$ cat config.mk
export PLATFORM = sky130hd
export DESIGN_NAME = digit_serial_adder
export DESIGN_NICKNAME = d
export VERILOG_FILES = /design/src/rtl/digit_serial_adder.sv
export SDC_FILE = /design/constraint.sdc
export NUM_CORES = 1
export LEC_CHECK = 0
export CAP_MARGIN = 15
export CORE_UTILIZATION = 35
export CTS_BUF_LIST = sky130_fd_sc_hd__clkbuf_2 sky130_fd_sc_hd__clkbuf_4 sky130_fd_sc_hd__clkbuf_8
export CTS_CLUSTER_DIAMETER = 40
export DETAILED_ROUTE_END_ITERATION = 6
export GPL_TIMING_DRIVEN = 0
export PLACE_DENSITY = 0.63
export SLEW_MARGIN = 25
export SYNTH_ARGS = -nofsm -noshare
export SYNTH_HDL_FRONTEND = slang
export SYNTH_SLANG_ARGS = --single-unit
$ cat constraint.sdc
create_clock -name clk -period 3.7 [get_ports clk]
set_clock_uncertainty 0.1 [all_clocks]
set_input_delay 0.74 -clock clk [delete_from_list [all_inputs] [get_ports clk]]
set_output_delay 0.74 -clock clk [all_outputs]
set_load 0.005 [all_outputs]
$ cat src/rtl/digit_serial_adder.sv
// Digit-serial adder/subtractor: adds DIGIT bits per cycle, LSB digit first,
// with a valid/ready handshake on both the operand and result sides.
module digit_serial_adder #(
  parameter int WIDTH = 16,
  parameter int DIGIT = 4
) (
  input  logic             clk,
  input  logic             rst_n,
  input  logic             in_valid,
  output logic             in_ready,
  input  logic [WIDTH-1:0] a,
  input  logic [WIDTH-1:0] b,
  input  logic             cin,
  input  logic             sub,
  output logic             out_valid,
  input  logic             out_ready,
  output logic [WIDTH-1:0] s,
  output logic             cout,
  output logic             ovf
);

  // state | meaning
  // IDLE  | waiting for operands, in_ready=1, last result held
  // RUN   | adding one digit per cycle, counter selects the digit
  // DONE  | result valid, held until out_ready
  typedef enum logic [1:0] {IDLE, RUN, DONE} state_t;

  localparam int N  = WIDTH / DIGIT;
  localparam int CW = (N > 1) ? $clog2(N) : 1;

  state_t state_q, state_d;

  logic [WIDTH-1:0] a_q, b_q, s_q;
  logic [CW-1:0]    cnt_q;
  logic             carry_q, cout_q, ovf_q;

  logic [DIGIT-1:0] a_dig, b_dig;
  logic [DIGIT:0]   dsum;
  logic             last_dig, accept, msb_carry_in;

  always_comb begin
    a_dig = '0;
    b_dig = '0;
    for (int k = 0; k < N; k++) begin
      if (cnt_q == CW'(k)) begin
        a_dig = a_q[k*DIGIT +: DIGIT];
        b_dig = b_q[k*DIGIT +: DIGIT];
      end
    end
  end

  assign dsum         = {1'b0, a_dig} + {1'b0, b_dig} + {{DIGIT{1'b0}}, carry_q};
  // Carry into the MSB recovered from the sum bit and its two operand bits.
  assign msb_carry_in = dsum[DIGIT-1] ^ a_dig[DIGIT-1] ^ b_dig[DIGIT-1];
  assign last_dig     = (cnt_q == CW'(N - 1));
  assign accept       = (state_q == IDLE) && in_valid;

  always_comb begin
    state_d = state_q;
    case (state_q)
      IDLE:    if (in_valid)  state_d = RUN;
      RUN:     if (last_dig)  state_d = DONE;
      DONE:    if (out_ready) state_d = IDLE;
      default: state_d = IDLE;
    endcase
  end

  always_ff @(posedge clk or negedge rst_n) begin
    if (!rst_n) begin
      state_q <= IDLE;
    end else begin
      state_q <= state_d;
    end
  end

  always_ff @(posedge clk or negedge rst_n) begin
    if (!rst_n) begin
      a_q     <= '0;
      b_q     <= '0;
      s_q     <= '0;
      cnt_q   <= '0;
      carry_q <= 1'b0;
      cout_q  <= 1'b0;
      ovf_q   <= 1'b0;
    end else if (accept) begin
      a_q     <= a;
      b_q     <= sub ? ~b : b;
      carry_q <= sub ? 1'b1 : cin;
      cnt_q   <= '0;
    end else if (state_q == RUN) begin
      for (int k = 0; k < N; k++) begin
        if (cnt_q == CW'(k)) begin
          s_q[k*DIGIT +: DIGIT] <= dsum[DIGIT-1:0];
        end
      end
      carry_q <= dsum[DIGIT];
      if (last_dig) begin
        cout_q <= dsum[DIGIT];
        ovf_q  <= msb_carry_in ^ dsum[DIGIT];
      end else begin
        cnt_q <= cnt_q + CW'(1);
      end
    end
  end

  assign in_ready  = (state_q == IDLE);
  assign out_valid = (state_q == DONE);
  assign s         = s_q;
  assign cout      = cout_q;
  assign ovf       = ovf_q;

endmodule

==> flow_metrics.env, run 1 <==
export IMPL_status="finished, final reports clean"
export IMPL_synthTopCellsByArea="dfrtp_1 50%, mux2_2 8.7%, xnor2_1 5.5%"
export IMPL_yosysWarnings=0
export IMPL_ios=58
export IMPL_cts_sinks=55
export IMPL_path_cells="inv_1 > ha_1 > and2b_2 > clkbuf_4 > a22oi_1 > nor2_1 > a21oi_1 > o21ai_1 > fa_2 > inv_1 > fa_2 > nor2b_1 > o221ai_1 > a221o_1 > a21o_1 > a31oi_1"
export IMPL_drv_cap=0
export IMPL_core_area_um2=7410
export IMPL_drt_pass1_iterations=4
export IMPL_postSynthAreaPerCell_um2=10.4
export IMPL_start_util=0.368
export IMPL_syn_cell_area_um2=2730
export IMPL_worst_path_max_delay_cell="dfrtp_1"
export IMPL_relSlewSlack=0.653
export IMPL_synth_edff_count=0
export IMPL_layout_nets=375
export IMPL_start_kind="flop"
export IMPL_root_buffer="clkbuf_8"
export IMPL_grt_pass1_vias=2079
export IMPL_worst_skew_pair_late_latency_ns=0.31
export IMPL_routed_via_density=4.79
export IMPL_hold_ws_ns=0.179
export IMPL_p_per_area_nw_per_um2=1030
export IMPL_numCtsBuffers=5
export IMPL_syn_inst=262
export IMPL_grt_pass1_wl_mm=10.3
export IMPL_drc=0
export IMPL_worst_setup_path_end_kind="flop"
export IMPL_vias=2048
export IMPL_drive_gt1_frac=0.143
export IMPL_finalWeightedCongestion=0.804
export IMPL_syn2layout_area_growth_pct=31.7
export IMPL_grt_usage=0.157
export IMPL_cts_tree="built"
export IMPL_crit_family="compound AO/OA/AOI/OAI gates"
export IMPL_worst_ep_required_time_ns=3.84
export IMPL_nFillCells=718
export IMPL_wire_per_inst_um=13.7
export IMPL_portBuffers=56
export IMPL_antenna_left=0
export IMPL_worst_slew_pin_slew_ns=0.517
export IMPL_antenna_found_initial=0
export IMPL_yosysTopAreaCellShare=0.505
export IMPL_cts_htree_levels=2
export IMPL_finalSetupViolations=0
export IMPL_num_rows=31
export IMPL_fmax_mhz=288
export IMPL_synthesis_nets=309
export IMPL_peakVddDrop_mv=0.346
export IMPL_p_total_uw=3700
export IMPL_synth_seq_cells=55
export IMPL_slowest_delay_ns=0.43
export IMPL_ys_seq_area_frac=0.505
export IMPL_dieArea_um2=8150
export IMPL_crit_buf_inv=3
export IMPL_period_share=0.938
export IMPL_leakagePower_uw=0.00150
export IMPL_finalMaxSlewViolations=0
export IMPL_clk_path_buf_depth=2
export IMPL_drt_total_wl_mm=5.87
export IMPL_synth_top_area_cell="dfrtp_1"
export IMPL_dpl_hpwl_mm=4.41
export IMPL_critical_path_class="flop to flop"
export IMPL_hp_class="input port to asynchronous set/reset pin"
export IMPL_synth_cell_types=41
export IMPL_n_antenna_cell=0
export IMPL_synthArstFlopShare=1.00
export IMPL_crit_arrival_ns=3.61
export IMPL_fin_crit_ns=3.47
export IMPL_drt_iter0_drc=110
export IMPL_grt_ovfl_total=0
export IMPL_fp_dieW_um=90.3
export IMPL_ys_flop_type="dfrtp_1"
export IMPL_critPathMaxFanout=7
export IMPL_grt_max_degree=40
export IMPL_die_h_um=90.3
export IMPL_clkSlewWorstSetupHoldPaths_ns=0.10
export IMPL_hold_viol_final=0
==> cell type report <==
cell class | count | area [um2] | area share
clock inverter | 3 | 71.3 | 0.0199
inverter | 9 | 33.8 | 0.00941
tap | 99 | 124 | 0.0345
timing repair buffer | 59 | 593 | 0.165
buffer | 14 | 73.8 | 0.0206
clock buffer | 5 | 68.8 | 0.0192
sequential | 55 | 1380 | 0.383
multi-input combinational | 184 | 1250 | 0.348
==> routing by layer <==
layer,global-route usage,part of all wire
met3,0.0295,0.040
met1,0.221,0.48
met5,0,0
met2,0.247,0.48
met4,0.0403,0.0082
==> cells by family after synthesis <==
group                      share of synthesized area
buffers and inverters                         0.0390
AOI/OAI and AO/OA                              0.136
DFF                                            0.505
xor gates and xnor gates                      0.0610
muxes                                         0.0941
and+or+nand+nor                                0.118
adders and majority gates                     0.0468
==> power breakdown <==
group          internal, uW  switching (uW)  leakage, uW  total [uW]
sequential              904             166     0.000648        1070
clock                   275             207    0.0000703         482
combinational          1040            1110     0.000786        2150
total                  2210            1480      0.00150        3700
==> worst paths after layout <==
kind | end | slack [ns] | cells past startpoint | start
worst min-delay path | a_q[11]$_DFFE_PN0P_ | 0.18 | 1 | rst_n
worst max-delay path | ovf$_DFFE_PN0P_ | 0.23 | 16 | cnt_q[0]$_DFFE_PN0P_
min in group clk | s[13]$_DFFE_PN0P_ | 0.39 | 2 | s[13]$_DFFE_PN0P_
worst max register to register | ovf$_DFFE_PN0P_ | 0.23 | 16 | cnt_q[0]$_DFFE_PN0P_
worst min register to register | s[13]$_DFFE_PN0P_ | 0.39 | 2 | s[13]$_DFFE_PN0P_
max in group asynchronous | b_q[0]$_DFFE_PN0P_ | 2.85 | 2 | rst_n
==> worst reg2reg max path, stage by stage (launching register included) <==
cell,delay (ns)
dfrtp_1,0.43
inv_1,0.08
ha_1,0.23
and2b_2,0.21
clkbuf_4,0.18
a22oi_1,0.16
nor2_1,0.06
a21oi_1,0.13
o21ai_1,0.12
fa_2,0.40
inv_1,0.08
fa_2,0.23
nor2b_1,0.18
o221ai_1,0.15
a221o_1,0.36
a21o_1,0.16
a31oi_1,0.14
==> per-stage QoR <==
stage	cell area (um2)	cells	setup slack [ns]	TNS (ns)	util
5_1_grt	3590	428	-0.00214	-0.00214	0.485
6_report	3590	428	0.230	0	0.485
3_5_place_dp	3430	418	0.0195	0	0.463
3_3_place_gp	3410	417	0.0968	0	0.460
4_1_cts	3570	426	0.0946	0	0.482
2_1_floorplan	2730	262	0.562	0	-
==> cells in the mapped netlist, types with 2 or more instances <==
cell	instances
nor2_1	25
dfrtp_1	55
nor3_1	2
xor2_1	2
a221oi_1	2
nor2b_1	3
and2_1	2
o221ai_1	2
clkbuf_1	6
fa_1	2
inv_1	9
and2b_1	2
mux2_2	21
buf_2	4
a21oi_1	23
ha_1	7
xnor2_1	17
mux2i_1	2
nand2b_1	3
o21ai_0	23
nand3b_1	2
a21o_1	2
a22oi_1	4
nand2_1	25
==> placed cells by master, fill, tap and decap left out, types with 3 or more instances in the layout <==
cell type	synthesis	final
dfrtp_1	55	55
clkdlybuf4s50_1	0	55
nor2_1	25	25
nand2_1	25	25
a21oi_1	23	23
o21ai_0	23	21
mux2_2	21	21
xnor2_1	17	17
inv_1	9	9
ha_1	7	7
clkbuf_1	6	5
clkbuf_8	0	5
buf_4	1	4
a22oi_1	4	4
buf_2	4	4
nor2b_1	3	3
nand2b_1	3	3
==> sequential cells by signal, indices dropped and copies added (netlist names) <==
name / cells
carry_q: 1
b_q: 16
cnt_q: 2
s: 16
state_q: 2
ovf: 1
cout: 1
a_q: 16
==> what timing repair did <==
action                                 4_1_cts  5_1_grt
buffers inserted                             0        2
endpoints found under the hold margin        0        0
hold buffers                                 0        0
resized for setup                            1        4
setup endpoints to repair                    1        1
pin swaps                                    0        1
(Power assumes the default switching activity.)
==> run 2, diff against run 1 <==
Settings changed: CORE_MARGIN set to 5.
==> flow_metrics.env, run 2 (synthesis results as in run 1) <==
export IMPL_fin_tns_setup_ns=0
export IMPL_wire_per_inst_um=14.2
export IMPL_critPathMaxFanout=7
export IMPL_final_cell_mix="55 x dfrtp_1, 55 x clkdlybuf4s50_1, 25 x nor2_1, 25 x nand2_1, 23 x a21oi_1"
export IMPL_start_util=0.357
export IMPL_ctsResizeCount=0
export IMPL_vias=2003
export IMPL_switchingPower_uw=1470
export IMPL_fmax_mhz=290
export IMPL_post_cts_setup_buffers=0
export IMPL_cts_tree="built"
export IMPL_peakVddDrop_mv=0.393
export IMPL_switching_share=0.415
export IMPL_drt_iter0_drc=101
export IMPL_die_h_um=98.3
export IMPL_numCtsBuffers=5
export IMPL_crit_arrival_ns=3.57
export IMPL_routed_via_density=4.67
export IMPL_portBuffers=56
export IMPL_finalWeightedCongestion=0.814
export IMPL_leakagePower_uw=0.00147
export IMPL_root_buffer="clkbuf_8"
export IMPL_period_share=0.932
export IMPL_syn2layout_area_growth_pct=29.5
export IMPL_antenna_found_initial=0
export IMPL_comb_power_share=0.606
export IMPL_relSlewSlack=0.657
export IMPL_rsz0062_at_grt="no"
export IMPL_cts_sinks=55
export IMPL_hold_viol_final=0
export IMPL_finalSetupViolations=0
export IMPL_drive_gt1_frac=0.141
export IMPL_drt_pass1_iterations=4
export IMPL_status="finished, final reports clean"
export IMPL_core_area_um2=7650
export IMPL_worst_skew_pair_late_latency_ns=0.30
export IMPL_place_inst=421
export IMPL_cp_startpoint="cnt_q[0]$_DFFE_PN0P_"
export IMPL_hold_buffers=0
export IMPL_setup_ws_ns=0.251
export IMPL_cts_htree_levels=2
export IMPL_ios=58
export IMPL_grt_usage=0.129
export IMPL_p_per_area_nw_per_um2=1010
export IMPL_worst_setup_path_end_kind="flop"
export IMPL_seqPwrFrac=0.301
export IMPL_dieArea_um2=9660
export IMPL_p_clk_frac=0.093
export IMPL_drt_total_wl_mm=6.08
export IMPL_start_kind="flop"
export IMPL_worst_slew_pin_slew_ns=0.511
export IMPL_grt_pass1_wl_mm=10.2
export IMPL_grt_max_degree=37
export IMPL_clk_path_buf_depth=2
export IMPL_antenna_left=0
export IMPL_hold_ws_ns=0.200
export IMPL_fin_cells=429
export IMPL_place_ws_ns=0.0379
export IMPL_clkSlewWorstSetupHoldPaths_ns=0.10
export IMPL_dpl_hpwl_mm=4.58
export IMPL_fin_crit_ns=3.45
export IMPL_p_int_uw=2080
export IMPL_hp_class="input port to asynchronous set/reset pin"
export IMPL_worstReg2RegStart="cnt_q[0]$_DFFE_PN0P_"
export IMPL_n_antenna_cell=0
export IMPL_fp_dieW_um=98.3
export IMPL_num_rows=32
export IMPL_layout_nets=373
export IMPL_grt_ovfl_total=0
export IMPL_finalMaxSlewViolations=0
export IMPL_drc=0
export IMPL_critical_path_class="flop to flop"
export IMPL_worst_ep_required_time_ns=3.83
export IMPL_grt_pass1_vias=2065
export IMPL_drv_cap=0
## run 2: cell count changes in the layout (fill, tap and decap cells not counted), sizes merged
| cell | previous run | this run |
|---|---|---|
| buf | 11 | 9 |
| bufinv | 2 | 0 |
| clkbuf | 12 | 13 |
| clkinv | 0 | 1 |
| clkinvlp | 0 | 1 |
| inv | 10 | 9 |
## run 2: routing by layer
layer / up-vias / share of wire / track usage / routed length, um
met5: - / 0 / 0 / 0
met4: 0 / 0.0051 / 0.0263 / 31
met3: 2 / 0.062 / 0.0307 / 375
met2: 56 / 0.46 / 0.207 / 2780
met1: 929 / 0.48 / 0.180 / 2890
li1: 1016 / - / - / -
## run 2: power groups by stage
stage / combinational (uW) / sequential, uW / clock, uW
finish: 2150 / 1070 / 330
global route: 2440 / 1110 / 362
CTS: 2150 / 1070 / 339
detailed placement: 2140 / 1080 / 0
global placement: 2070 / 1070 / 0
floorplan: 1460 / 1050 / 0
## run 2: critical path: stages, from the launching register on
cell and delay (ns):
dfrtp_1 0.43, inv_1 0.09, ha_1 0.23, and2b_2 0.21
clkbuf_4 0.18, a22oi_1 0.15, nor2_1 0.06, a21oi_1 0.12
o21ai_1 0.12, fa_2 0.39, inv_1 0.09, fa_2 0.24
nor2b_2 0.16, o221ai_1 0.12, a221o_1 0.38, a21o_1 0.16
a31oi_1 0.15
## run 2: per-stage QoR
step                instance area (um2)  utilization  total power [uW]
detailed placement                 3430        0.449              3220
floorplan                          2730            -              2510
CTS                                3520        0.460              3560
global route                       3530        0.462              3910
finish                             3530        0.462              3550
global placement                   3410        0.446              3150
## run 2: layout make-up
cell class,instances,area (um2)
Fill cell,751,4120
Sequential cell,55,1380
Multi-Input combinational cell,184,1250
Timing Repair Buffer,57,578
Tap cell,102,128
Clock buffer,6,76.3
Buffer,14,73.8
Inverter,9,33.8
Clock inverter,2,12.5
## run 2: worst paths after layout
check                           cells past startpoint                 end  slack (ns)
worst max-delay path                               16     ovf$_DFFE_PN0P_        0.25
worst min register to register                      2    s[5]$_DFFE_PN0P_        0.39
min in group clk                                    2    s[5]$_DFFE_PN0P_        0.39
max in group asynchronous                           2  b_q[5]$_DFFE_PN0P_        2.83
worst max register to register                     16     ovf$_DFFE_PN0P_        0.25
worst min-delay path                                1  a_q[7]$_DFFE_PN0P_        0.20
